File: src/rtl/ram_access_ctrl.sv
// rtl/ram_access_ctrl.sv - RAM bus initiator: single-word writes, 1..16 word burst reads
module ram_access_ctrl #(
  parameter int ADDR_W       = 9,
  parameter int DATA_W       = 32,
  parameter int READ_LATENCY = 1
) (
  input  logic              clock,
  input  logic              reset_n,
  input  logic              req_valid,
  output logic              req_ready,
  input  logic              req_write,
  input  logic [ADDR_W-1:0] req_addr,
  input  logic [3:0]        req_len,
  input  logic [DATA_W-1:0] req_wdata,
  output logic              rsp_valid,
  output logic              rsp_last,
  output logic [DATA_W-1:0] rsp_rdata,
  output logic              ram_read,
  output logic              ram_write,
  output logic [ADDR_W-1:0] ram_address,
  output logic [DATA_W-1:0] ram_data_in,
  input  logic [DATA_W-1:0] ram_data_out
);

  localparam logic [2:0] S_IDLE  = 3'd0;
  localparam logic [2:0] S_WRITE = 3'd1;
  localparam logic [2:0] S_ISSUE = 3'd2;
  localparam logic [2:0] S_WAIT  = 3'd3;
  localparam logic [2:0] S_DONE  = 3'd4;

  localparam int CNT_W = $clog2(READ_LATENCY + 1);

  logic [2:0]       state;
  logic [3:0]       beats;
  logic [CNT_W-1:0] wait_cnt;

  // Strobes decode straight from the state register so reset removes them at once.
  assign req_ready = (state == S_IDLE) && reset_n;
  assign ram_write = (state == S_WRITE);
  assign ram_read  = (state == S_ISSUE) || (state == S_WAIT);

  always_ff @(posedge clock or negedge reset_n) begin
    if (!reset_n) begin
      state       <= S_IDLE;
      beats       <= '0;
      wait_cnt    <= '0;
      ram_address <= '0;
      ram_data_in <= '0;
      rsp_rdata   <= '0;
      rsp_valid   <= 1'b0;
      rsp_last    <= 1'b0;
    end else begin
      rsp_valid <= 1'b0;
      rsp_last  <= 1'b0;
      case (state)
        S_IDLE: begin
          if (req_valid && req_ready) begin
            ram_address <= req_addr;
            if (req_write) begin
              ram_data_in <= req_wdata;
              state       <= S_WRITE;
            end else begin
              beats <= req_len;
              state <= S_ISSUE;
            end
          end
        end
        S_WRITE: begin
          rsp_valid <= 1'b1;
          rsp_last  <= 1'b1;
          state     <= S_DONE;
        end
        S_ISSUE: begin
          wait_cnt <= CNT_W'(READ_LATENCY);
          state    <= S_WAIT;
        end
        S_WAIT: begin
          if (wait_cnt == CNT_W'(1)) begin
            rsp_rdata <= ram_data_out;
            rsp_valid <= 1'b1;
            if (beats != 4'd0) begin
              // Address arithmetic wraps naturally at the top of the RAM.
              ram_address <= ram_address + ADDR_W'(1);
              beats       <= beats - 4'd1;
              state       <= S_ISSUE;
            end else begin
              rsp_last <= 1'b1;
              state    <= S_DONE;
            end
          end else begin
            wait_cnt <= wait_cnt - CNT_W'(1);
          end
        end
        S_DONE: begin
          state <= S_IDLE;
        end
        default: begin
          state <= S_IDLE;
        end
      endcase
    end
  end

endmodule
File: config.mk
export PLATFORM = sky130hd
export DESIGN_NAME = ram_access_ctrl
export DESIGN_NICKNAME = d
export VERILOG_FILES = /design/src/rtl/ram_access_ctrl.sv
export SDC_FILE = /design/constraint.sdc
export NUM_CORES = 1
export LEC_CHECK = 0
export CORE_MARGIN = 2
export CORE_UTILIZATION = 42
export CTS_CLUSTER_SIZE = 30
export DETAILED_ROUTE_END_ITERATION = 7
export GPL_TIMING_DRIVEN = 0
export PLACE_DENSITY = 0.87
export SLEW_MARGIN = 20
export SYNTH_ARGS = -nofsm -noshare
export SYNTH_HDL_FRONTEND = slang
export SYNTH_SLANG_ARGS = --single-unit
File: constraint.sdc
create_clock -name clock -period 2.3 [get_ports clock]
set_clock_uncertainty 0.2 [all_clocks]
set_input_delay 0.345 -clock clock [delete_from_list [all_inputs] [get_ports clock]]
set_output_delay 0.345 -clock clock [all_outputs]
set_load 0.01 [all_outputs]
# Word-level counts from Yosys, hierarchy flattened
# Index checks and enable logic that the tools add are counted.
[op_classes]
multipliers = 0
addsub = 3
n_reduce_logical = 12
order_cmp = 0
n_bitwise = 0
n_eq_ne = 7
n_shift = 0
n_div = 0
n_mux = 21
[ops]
columns = ["op", "n"]
rows = [
  ["two-way mux 9 bit", 3],
  ["case mux 9 bit (2 select lines)", 1],
  ["two-way mux 4 bit", 4],
  ["case mux 3 bit (4 select lines)", 1],
  ["adder 9 x 1 -> 9 bit (second input constant)", 1],
  ["two-way mux 3 bit", 3],
  ["case mux 4 bit (2 select lines)", 1],
  ["== test 3 x 2 -> 1 bit (second input constant)", 2],
  ["case mux 1 bit (2 select lines)", 3],
  ["AND reduction 5 bit", 1],
  ["two-way mux 1 bit", 4],
  ["!= test 2 x 1 -> 1 bit (second input constant)", 2],
  ["!= test 2 bit (second input constant)", 2],
  ["AND reduction 2 bit", 2],
  ["AND reduction 4 bit", 1],
  ["nonzero test 2 bit", 2],
  ["nonzero test 4 bit", 1],
  ["subtractor 4 x 1 -> 4 bit (second input constant)", 1],
  ["== test 3 x 1 -> 1 bit (second input constant)", 1],
  ["logical NOT 3 bit", 1],
  ["AND reduction 3 bit", 1],
  ["logical AND 1 bit", 2],
  ["two-way mux 2 bit", 1],
  ["logical OR 1 bit", 1],
  ["subtractor 1 bit (second input constant)", 1],
]
[word_totals]
latch_bits = 0
rom_bits = 0
elab_cells = 51
mem_count = 0
ram_bits = 0
reg_bits = 83

# Logic depth before layout (Yosys ltp)
[logic_depth]
word_depth = 5
ltp_mapped = 7
ltp_nobuf = 6

# Least setup slack after synthesis
# OpenSTA, ideal clock, no wires.
[synth_path]
kind = "register -> register"
from = "register beats[0]"
to = "register beats[1]"
t_required_ps = 1975
setup_ps = 125
setup_slack_ps = 498
arrival_time_ps = 1477
stages_incl_launch_ff = 7
period_less_slack_ps = 1802
path_buffers = 0
path_cell_list = "dfrtp_1 -> inv_1 -> ha_1 -> nor3b_2 -> o21ai_1 -> and2_4 -> mux2_4"
[synth_between]
elab_chain_len = 4
word_cells_on_any_way = 7
classes_between = "1 x add/sub; 1 x eq/ne; 3 x mux; 2 x reduce/logical"
[synth_lines]
columns = ["element", "line_no", "source"]
rows = [
  ["start: declaration", "34", "logic [3:0] beats;"],
  ["start signal: assignment", "63", "beats <= req_len;"],
  ["start signal: assignment", "84", "beats <= beats - 4'd1;"],
  ["subtractor 4 x 1 -> 4 bit", "84", ""],
  ["two-way mux 4 bit", "81", "if (beats != 4'd0) begin"],
  ["two-way mux 4 bit", "78", "if (wait_cnt == CNT_W'(1)) begin"],
  ["case mux 4 bit (2 select lines)", "55", "case (state)"],
]
# Parallel ways exist; a longest one is shown, timed or not. The select of a mux whose other input is x is not followed.
# A chain may end at the register's enable or synchronous reset.

# Worst setup path after layout
[layout_path]
from = "input reset_n"
to = "register beats[1]"
[layout_between]
elab_chain_len = 4
[layout_lines]
columns = ["element", "line_no", "source"]
rows = [
  ["start: declaration", "8", "input logic reset_n,"],
  ["logical AND 1 bit", "38", "assign req_ready = (state == S_IDLE) && reset_n;"],
  ["logical AND 1 bit", "57", "if (req_valid && req_ready) begin"],
  ["!= test 2 x 1 -> 1 bit (no line)", "-", ""],
  ["AND reduction 5 bit (no line)", "-", ""],
]
# Every way passes these cells.

==> flow_metrics.py <==
metrics = {
    "layout": {
        "nets": 514,
        "final_cell_mix": "clkdlybuf4s50_1 (154), dfrtp_1 (81), mux2_2 (62)",
        "final_cell_area_mm2": 0.00547,
        "area_growth_pct": 56.5,
        "diodes": 0,
        "layout_commonest_cell": "clkdlybuf4s50_1",
        "final_layout_size_suffix_gt1_share_pct": 23.4,
        "instances_no_fill": 540,
    },
    "cts": {
        "h-tree-depth": 3,
        "cts_tree": "done",
        "cts_made_buffers": 9,
        "clock_latency_ns": 0.34,
        "clk_path_buf_depth": 2,
        "clockRootBuffer": "clkbuf_8",
        "cts.clk_slew.worst_paths_ns": 0.08,
        "postCtsSetupRepairBufs": 0,
        "clock-sinks": 83,
    },
    "worst_setup_path": {
        "crit_path_max_fanout": 6,
        "endpoint_kind": "register",
        "cp.arrival_ns": 2.21,
        "required_ns": 2.33,
        "criticalPathCategory": "in2reg",
        "critPathLaunchType": "primary input",
    },
    "detailed_routing": {
        "wl_um": 8650,
        "vias": 2742,
        "final_antenna_net_count": 0,
        "via_per_inst": 5.08,
        "wl_per_cell_um": 16.0,
        "drc": 0,
        "drtPass1Iterations": 4,
        "first_iter_violations": 85,
    },
    "timing": {
        "hold_violations": 0,
        "hold_ws_ns": 0.307,
        "finalSetupViolCount": 0,
        "fmax_mhz": 459,
        "rsz0062_at_grt": "false",
        "worstMarginPinSlew_ns": 0.524,
        "post-route-min-period_ns": 2.18,
        "slew_violations": 0,
        "max_slew_margin_pct": 65.1,
        "post-route-period-util_pct": 94.8,
    },
    "global_routing": {
        "antenna_found_initial": 0,
        "grt_start_max_net_pins": 44,
        "grt-ovfl-total": 0,
        "grt_pass1_vias": 2867,
        "grtUsageTotal_pct": 19.8,
        "grt_first_pass_wirelength_um": 13700,
    },
    "floorplan": {
        "chipHeight_um": 95.2,
        "io_pins": 159,
        "initial_utilization_pct": 43.0,
        "core_area_mm2": 0.00813,
        "fp.dieW_um": 95.2,
        "num_rows": 33,
        "die_area_mm2": 0.00907,
    },
    "run_status": {
        "status": "finished, final reports clean",
    },
    "power_and_ir_drop": {
        "vdd_drop_max_mv": 0.663,
        "p_per_area_mw_per_mm2": 1290,
        "power_leakage_uw": 0.00233,
    },
    "flow_run": {
        "maxCapViolCount": 0,
    },
    "synthesis": {
        "ys_seq_elements": 83,
        "avgSynthCellArea_um2": 13.5,
        "ys_seq_area_share_pct": 59.4,
        "syn_nets": 342,
        "netlist_area_mm2": 0.00350,
        "synth_cell_type_count": 42,
        "ys_warn_count": 0,
        "syn_inst": 258,
    },
    "place": {
        "postPlaceCellArea_mm2": 0.00523,
        "hpwl_um": 6430,
        "place_congestion": 0.816,
        "port-buffer-count": 158,
        "placed_cells": 522,
    },
    "worst_hold_path": {
        "min_path_type": "reg2reg",
    },
}
-- cell families after synthesis --
family | Yosys count | synth area share (%)
AO/OA/AOI/OAI | 47 | 8.41
adder cells (fa/ha/maj) | 3 | 1.07
buffers and inverters | 16 | 2.43
flip-flops | 83 | 59.4
multiplexers | 66 | 21.3
AND/OR/NAND/NOR | 43 | 7.34
-- state kept, by name, summed over array words and instances (netlist names) --
register and flops:
beats 4, ram_address 9, ram_data_in 32, rsp_last 1, rsp_rdata 32, rsp_valid 1
state 3, wait_cnt 1
-- through the flow --
step / setup TNS [ns] / total power, uW / util [%] / setup WS, ns
floorplan: 0 / 4130 / - / 0.498
CTS: 0 / 7140 / 67.1 / 0.00803
global route: 0 / 7500 / 67.3 / 0.0279
finish: 0 / 7060 / 67.3 / 0.119
detailed placement: -1.09 / 6040 / 64.3 / -0.130
global placement: -333.81 / 5900 / 64.0 / -3.07
-- critical path: stages --
cell and delay [ns]:
dlygate4sd3_1 0.52, buf_4 0.17, a211oi_1 0.09, a311oi_2 0.50, and2_4 0.28, mux2_4 0.30
-- final timing paths --
path | start | end | slack [ns] | cells after the start
setup reg to reg | beats[0]$_DFFE_PN0P_ | beats[1]$_DFFE_PN0P_ | 0.13 | 6
setup / recovery | reset_n | beats[1]$_DFFE_PN0P_ | 0.12 | 6
hold / removal | rsp_rdata[0]$_DFFE_PN0P_ | rsp_rdata[0]$_DFFE_PN0P_ | 0.31 | 1
max in group asynchronous | reset_n | ram_data_in[25]$_DFFE_PN0P_ | 1.30 | 3
min in group asynchronous | reset_n | ram_address[6]$_DFFE_PN0P_ | 0.35 | 3
hold reg to reg | rsp_rdata[0]$_DFFE_PN0P_ | rsp_rdata[0]$_DFFE_PN0P_ | 0.31 | 1
-- layout make-up --
class | instances | area, um2
clock inverter | 5 | 61.3
fill | 606 | 2660
multi-input combinational | 159 | 1340
buffer | 12 | 70.1
tap | 105 | 131
clock buffer | 11 | 141
inverter | 4 | 15.0
timing repair buffer | 161 | 1630
sequential | 83 | 2080
-- synth_stat cells --
master     number  area (um2)
nor2_1          7        26.3
mux2_2         62         698
nor3b_2         1        12.5
mux2i_1         1        10.0
and3b_1         2        17.5
a22oi_1         2        15.0
nand3b_1        1        7.51
a211oi_1        1        7.51
nand3_1         5        25.0
mux2_4          1        15.0
ha_1            3        37.5
a21o_1          1        7.51
or2_2           1        6.26
buf_4           4        30.0
nor2b_1         1        6.26
a31oi_1         3        18.8
o22ai_1         3        18.8
inv_1           4        15.0
nand2b_1        4        25.0
a21boi_0        1        7.51
nand2_1        10        37.5
nand4_1         3        18.8
and2_4          1        8.76
and2_1          1        6.26
nor3_1          1        5.00
a31o_2          1        8.76
a32oi_1         1        8.76
a21oi_1        13        65.1
a2bb2oi_1       4        35.0
o2bb2ai_1       1        8.76
nand4b_4        1        23.8
a311oi_2        1        15.0
nor4b_1         1        8.76
and3_1          1        6.26
or3_1           1        6.26
dfrtp_1        83        2080
o211ai_1        1        7.51
buf_2           8        40.0
o21ai_0        12        60.1
and4_1          1        8.76
mux2_1          2        22.5
o21ai_1         2        10.0
-- timing repair --
action                     in CTS  in global routing
gates resized for setup         3                  3
hold buffers                    2                  0
hold endpoints to repair       40                  0
setup endpoints to repair       3                  4
gates cloned                    0                  0
-- per-layer routing --
metal / vias to the layer above / share of wire, % / track usage (%)
met3: 14 / 7.3 / 6.25
met5: - / 0 / 0
li1: 1275 / - / -
met1: 1348 / 38 / 23.0
met2: 105 / 53 / 33.7
met4: 0 / 1.6 / 8.21
-- report_power, final --
| group | leakage [uW] | switching, uW | total (uW) | internal, uW |
|---|---|---|---|---|
| Combinational | 0.00126 | 1310 | 3360 | 2050 |
| Sequential | 0.000977 | 448 | 2640 | 2190 |
| Clock | 0.0000922 | 528 | 1060 | 536 |
| Total | 0.00233 | 2280 | 7060 | 4770 |
(Power assumes the default switching activity.)
